### src/rtl/sap_ram16.sv
// sap_ram16: 16x8 RAM with registered run-mode read and nibble-serial program loader
module sap_ram16 #(
  parameter int ADDR_W = 4,
  parameter int DATA_W = 8
) (
  input  logic              clk,
  input  logic              clr,
  input  logic [ADDR_W-1:0] mar_addr,
  input  logic              rd_en,
  input  logic              prog,
  input  logic [DATA_W/2-1:0] nib_in,
  input  logic              nib_valid,
  output logic              nib_ready,
  output logic [ADDR_W-1:0] prog_addr,
  output logic              prog_done,
  output logic [DATA_W-1:0] ram_out,
  output logic              ram_out_valid
);
  localparam int DEPTH = 2**ADDR_W;
  typedef enum logic [1:0] {RUN, P_HI, P_LO, P_WR} state_t;
  state_t              state_q, state_d;
  logic [DATA_W-1:0]   mem_q [DEPTH];
  logic [DATA_W-1:0]   mem_d [DEPTH];
  logic [ADDR_W-1:0]   prog_addr_q, prog_addr_d;
  logic [DATA_W/2-1:0] hi_q, hi_d, lo_q, lo_d;
  logic [DATA_W-1:0]   ram_out_q, ram_out_d;
  logic                valid_q, valid_d, done_q, done_d;
  assign nib_ready     = (state_q == P_HI) || (state_q == P_LO);
  assign prog_addr     = prog_addr_q;
  assign prog_done     = done_q;
  assign ram_out       = ram_out_q;
  assign ram_out_valid = valid_q;
  // next-state, loader datapath and read path; prog=0 in P_HI/P_LO discards the partial byte
  always_comb begin
    state_d     = state_q;
    mem_d       = mem_q;
    prog_addr_d = prog_addr_q;
    hi_d        = hi_q;
    lo_d        = lo_q;
    ram_out_d   = ram_out_q;
    valid_d     = 1'b0;
    done_d      = 1'b0;
    case (state_q)
      RUN: begin
        if (prog) begin
          state_d     = P_HI;
          prog_addr_d = '0;
        end else if (rd_en) begin
          ram_out_d = mem_q[mar_addr];
          valid_d   = 1'b1;
        end
      end
      P_HI: begin
        state_d = !prog ? RUN : (nib_valid ? P_LO : P_HI);
        hi_d    = (prog && nib_valid) ? nib_in : hi_q;
      end
      P_LO: begin
        state_d = !prog ? RUN : (nib_valid ? P_WR : P_LO);
        lo_d    = (prog && nib_valid) ? nib_in : lo_q;
      end
      default: begin
        mem_d[prog_addr_q] = {hi_q, lo_q};
        prog_addr_d        = prog_addr_q + 1'b1;
        done_d             = (prog_addr_q == '1);
        state_d            = prog ? P_HI : RUN;
      end
    endcase
  end
  // state registers with synchronous clear of the whole array
  always_ff @(posedge clk) begin
    if (clr) begin
      state_q     <= RUN;
      mem_q       <= '{default: '0};
      prog_addr_q <= '0;
      hi_q        <= '0;
      lo_q        <= '0;
      ram_out_q   <= '0;
      valid_q     <= 1'b0;
      done_q      <= 1'b0;
    end else begin
      state_q     <= state_d;
      mem_q       <= mem_d;
      prog_addr_q <= prog_addr_d;
      hi_q        <= hi_d;
      lo_q        <= lo_d;
      ram_out_q   <= ram_out_d;
      valid_q     <= valid_d;
      done_q      <= done_d;
    end
  end
endmodule
### config.mk
export PLATFORM = sky130hd
export DESIGN_NAME = sap_ram16
export DESIGN_NICKNAME = d
export VERILOG_FILES = /design/src/rtl/sap_ram16.sv
export SDC_FILE = /design/constraint.sdc
export NUM_CORES = 1
export LEC_CHECK = 0
export BUFFER_PORTS_ARGS = -buffer_cell sky130_fd_sc_hd__buf_4
export CORE_UTILIZATION = 34
export DETAILED_ROUTE_END_ITERATION = 10
export PLACE_DENSITY = 0.54
export SLEW_MARGIN = 25
export SYNTH_ARGS = -nofsm -noshare
export SYNTH_HDL_FRONTEND = slang
export SYNTH_SLANG_ARGS = --single-unit
### constraint.sdc
create_clock -name clk -period 3.2 [get_ports clk]
set_input_delay 0.32 -clock clk [delete_from_list [all_inputs] [get_ports clk]]
set_output_delay 0.32 -clock clk [all_outputs]
set_load 0.005 [all_outputs]
[After elaboration in Yosys (flattened, before gate mapping)]
Index checks and enable logic that the tools add are counted.
Storage, ports and cells
  register bits: 152
  output and inout bits: 15
  logic and storage cells: 64
Operators by class
  multiplexer cells: 16
  bitwise operators: 5
  add/subtract/negate cells: 1
  magnitude comparators: 3
  equal/unequal tests: 4
  reductions and logical operators: 12
Operator list (number)
  128-bit bitwise mux: 1
  8-bit binary-select mux with 4-bit select: 1
  8-bit demux with 4-bit select: 1
  8-bit 2-to-1 mux: 3
  5-bit greater-or-equal comparator (second input constant): 2
  4-bit NOT with 5-bit output: 2
  2-bit 2-to-1 mux: 4
  4-bit one-hot mux with 2 select lines: 1
  2-bit one-hot mux with 3 select lines: 1
  2-bit AND reduction: 3
  3-bit OR reduction: 2
  5-bit by 1-bit less-than comparator with 1-bit output (second input constant): 1
  4-bit by 1-bit adder with 4-bit output (second input constant): 1
  4-bit equality test (second input constant): 1
  4-bit 2-to-1 mux: 1
  4-bit OR reduction: 1
  1-bit 2-to-1 mux: 3
  1-bit NOT: 3
  3-bit AND reduction: 1
  2-bit by 1-bit equality test with 1-bit output (second input constant): 1
  2-bit equality test (second input constant): 1
  1-bit logical AND: 2
  2-bit zero test: 1
  2-bit != test (second input constant): 1
  2 further kinds: 2

[Logic depth before layout (Yosys ltp)]
  depth in word-level cells: 6
  mapped depth: 8

[Worst setup path after synthesis]
Ideal clock, no wire load.
  kind: register to register
  start point: register state_q[0]
  end point: register ram_out_q[6], in the netlist ram_out[6]
  clock period less this slack: 1.675 ns
  path buffers: 2
  library setup time: 0.123 ns
  required time: 3.077 ns
  setup slack: 1.525 ns
  cell stages (with the launch flop): 9
  data arrival time: 1.552 ns
  path through: dfxtp_1 > inv_1 > ha_1 > clkbuf_1 > and4bb_1 > and2_1 > clkbuf_1 > a32oi_1 > o21ai_1
Between the ends
  cells in the longest elaborated chain, start to end: 2
RTL lines
  from (decl): line 21  | state_t state_q, state_d;
  from (signal assigned): line 81  | state_q <= state_d;
  2-bit zero test: line 43  | case (state_q)
  3-bit AND reduction (no source line)
  to (signal assigned): line 86  | ram_out_q <= ram_out_d;
  to (decl): line 26  | logic [DATA_W-1:0] ram_out_q, ram_out_d;
No other way between the ends.
A chain may end at the register's enable or synchronous reset.

[Worst setup path after layout]
  start point: register state_q[1]
  end point: register mem_q[98] (netlist bit)
Between the ends
  cells in the longest elaborated chain, start to end: 2
  elaborated cells between the ends (all ways): 4
  classes of those cells: eq/ne: 2; reduce/logical: 2
RTL lines
  2-bit by 1-bit equality test with 1-bit output (tied with other cells): line 43
  3-bit OR reduction (no source line) *
  to (signal assigned): line 82  | mem_q <= mem_d;
  to (decl): line 22  | logic [DATA_W-1:0] mem_q [DEPTH];
Every way passes the cells marked *; elsewhere a longest branch is shown, timed or not.

==> metrics <==
Synth area leader=dfxtp_1; ant diodes=0; number of remaining DRC errors=0; Final Hold Viols=0; Seq/Total Area, Yosys=46.31%; Final setup viols=0; placed cells=slightly above 1k; commonest cells in the netlist=nand2_1 (263), dfxtp_1 (152), a21oi_1 (134); post-synth net total=787; Post-Syn Area=0.006571 mm2; area grow syn2layout=14.45%; die height=141.0 um; Routed WL=between 15 and 20 mm; Post-synth top flop=dfxtp_1; Slew headroom=a little over a third; Syn. warnings=0; max cap viols=0; count leader, synth=nand2_1; # resized after CTS=0; clk sinks=152; fin cells=1,039; Final Skew=9.493 ps; setup TNS=0 ps; WL/cell=18.00 um; Vias per Instance=just over 5; Final HPWL DP=12.26 mm; critical path fanouts, max=12; Initial Util=34.90%; Register Area=~0.0030 mm2; vias in the first global route=between 4k and 5k; largest net degree at the start of global routing=51; CTS clk-pin slew, worst paths=60 ps; register bit total from synthesis=152; Post-synth EDFFs=0; # rows=50; Netlist cell types=37; RSZ-0062 raised after global routing=no; die area=0.01989 mm2; status=completed; die width=141.0 um; GRT Overall Usage=19.83%; hold-fix buffer count after cts=0; root buffer cell=clkbuf_16; CTS tree=yes; RePlAce Congestion=0.7721; post-route design area=0.007521 mm2; Worst VDD drop=0.3681 mV; area of the multi-input gates=0.003298 mm2; Synth top area share=46.31%; max-slew violations=0; worst endpoint required time=between 3000 and 4000 ps; DRT Pass-1 Iters=5; Util after Layout=about two fifths; clock buffer depth=2; Syn Area/Cell=8.579 um2; core area=~0.019 mm2; total grt overflow=0; Ports=28; Crit path top cell by count=nand2_1; post-CTS setup buffer count=0; Period Utilization, post-route=~69%; first-pass GRT wire length=29.35 mm; post-synthesis instance total=roughly 770; CP endpoint kind=flop; Tmin final=2209 ps; total of fill cells in the finished design=1,917; remaining antenna violation count=0; initial antenna violation count=0; DRT iter0 DRCs=403; crit path DAT=2570 ps; Clk Latency, worst-skew pair=430 ps; Min-Delay Path Class=in2reg; Least-Margin Pin Slew=949.1 ps; crit path buf inv count=1; PD cells=558.7 mW/mm2; startpoint types=flop; fmax=0.4527 GHz; NumNets Final=788; Synth async-reset ratio=0%; top post-synthesis cells by area=dfxtp_1 (46%), nand2_1 (15%), a21oi_1 (10%), mux4_2 (5.1%), mux2i_1 (4.4%); Crit path largest cell delay=~700 ps; Via Count=5,234; placed instance area=0.006907 mm2; P_leak=0.002583 uW; crit-path cells=ha_1, buf_4, nand2_1, nor3_1, nand2_1, a21oi_1; Worst path top cell family by delay=simple AND/OR/NAND/NOR gates; htree depth=4; crit path kind=reg2reg; Worst path slowest cell=nor3_1; IO Port Bufs=27; total CTS buffers=17; layout cell share with drive strength beyond 1=11.55%
-- layout by cell type, fill, tap and decap left out, types with 2 or more instances in the layout --
cell          n
a21oi_1     134
a22oi_1       8
a32oi_1       6
buf_4        30
bufinv_16     3
clkbuf_16    17
clkbuf_8      3
clkinv_4      2
clkinvlp_4    3
dfxtp_1     152
ha_1          8
inv_1         4
mux2_2        2
mux2i_1      29
mux4_1       11
mux4_2       15
nand2_1     263
nand2b_1     10
nand3_1      15
nand4_1       4
nor2_1       25
nor2_2        4
nor2b_1       4
nor3_1        3
nor3_2        3
o21ai_0       3
o21ai_1       5
-- power by group --
group | total (uW) | leakage (uW) | internal (uW) | switching [uW]
registers | 1920 | 0.00122 | 1900 | 19.4
logic | 169 | 0.00107 | 60.9 | 108
clock network | 2110 | 0.000292 | 1290 | 826
total | 4200 | 0.00258 | 3250 | 954
-- stage by stage --
stage	total power, uW	setup WS [ps]	hold WS [ps]
finish	4202	991.1	127.7
global route	4329	760.2	136.7
CTS	4230	998.1	118.6
detailed placement	2130	1021	444.6
global placement	2130	1109	438.2
floorplan	2071	1525	431.5
-- kinds of logic (layout without fill, tap and decap cells) --
| family | Yosys count | in the layout | share of synthesized area (%) |
|---|---|---|---|
| AND/OR/NAND/NOR | 336 | 336 | 21.04 |
| buffers and inverters | 52 | 65 | 3.503 |
| multiplexers | 58 | 58 | 14.53 |
| flip-flops | 152 | 152 | 46.31 |
| adder cells (fa/ha/maj) | 8 | 8 | 1.523 |
| AO/OA/AOI/OAI | 160 | 160 | 13.10 |
-- worst paths after layout --
kind               from   endpoint  slack [ps]  depth (start not counted)
min           nib_in[2]    hi_q[2]         130                          3
max          state_q[1]  mem_q[98]         990                          6
max reg2reg  state_q[1]  mem_q[98]         990                          6
min reg2reg   mem_q[32]  mem_q[32]         450                          2
-- area by class of cell --
type	count	area share, %
flip-flops and latches	152	40.46
multi-input cells	562	43.85
repair buffers	30	2.995
inverters	4	0.1996
well taps	260	4.325
clock inverters	10	1.913
clock buffers	21	6.255
-- sequential cells by signal (all words and copies together) (netlist names) --
| signal | flops |
|---|---|
| prog_done | 1 |
| ram_out | 8 |
| mem_q | 128 |
| hi_q | 4 |
| ram_out_valid | 1 |
| prog_addr | 4 |
| state_q | 2 |
| lo_q | 4 |
-- worst reg2reg max path, stage by stage (launching register included) --
cell     delay, ps
dfxtp_1        380
ha_1           400
buf_4          250
nand2_1        120
nor3_1         700
nand2_1        120
a21oi_1        160
-- layer usage --
metal,GRT usage (%),wire length (um)
met3,4.212,634
met1,27.99,9462
met4,5.263,125
met5,0,0
met2,30.61,8482
No activity file was read; power rests on OpenSTA's default activity.
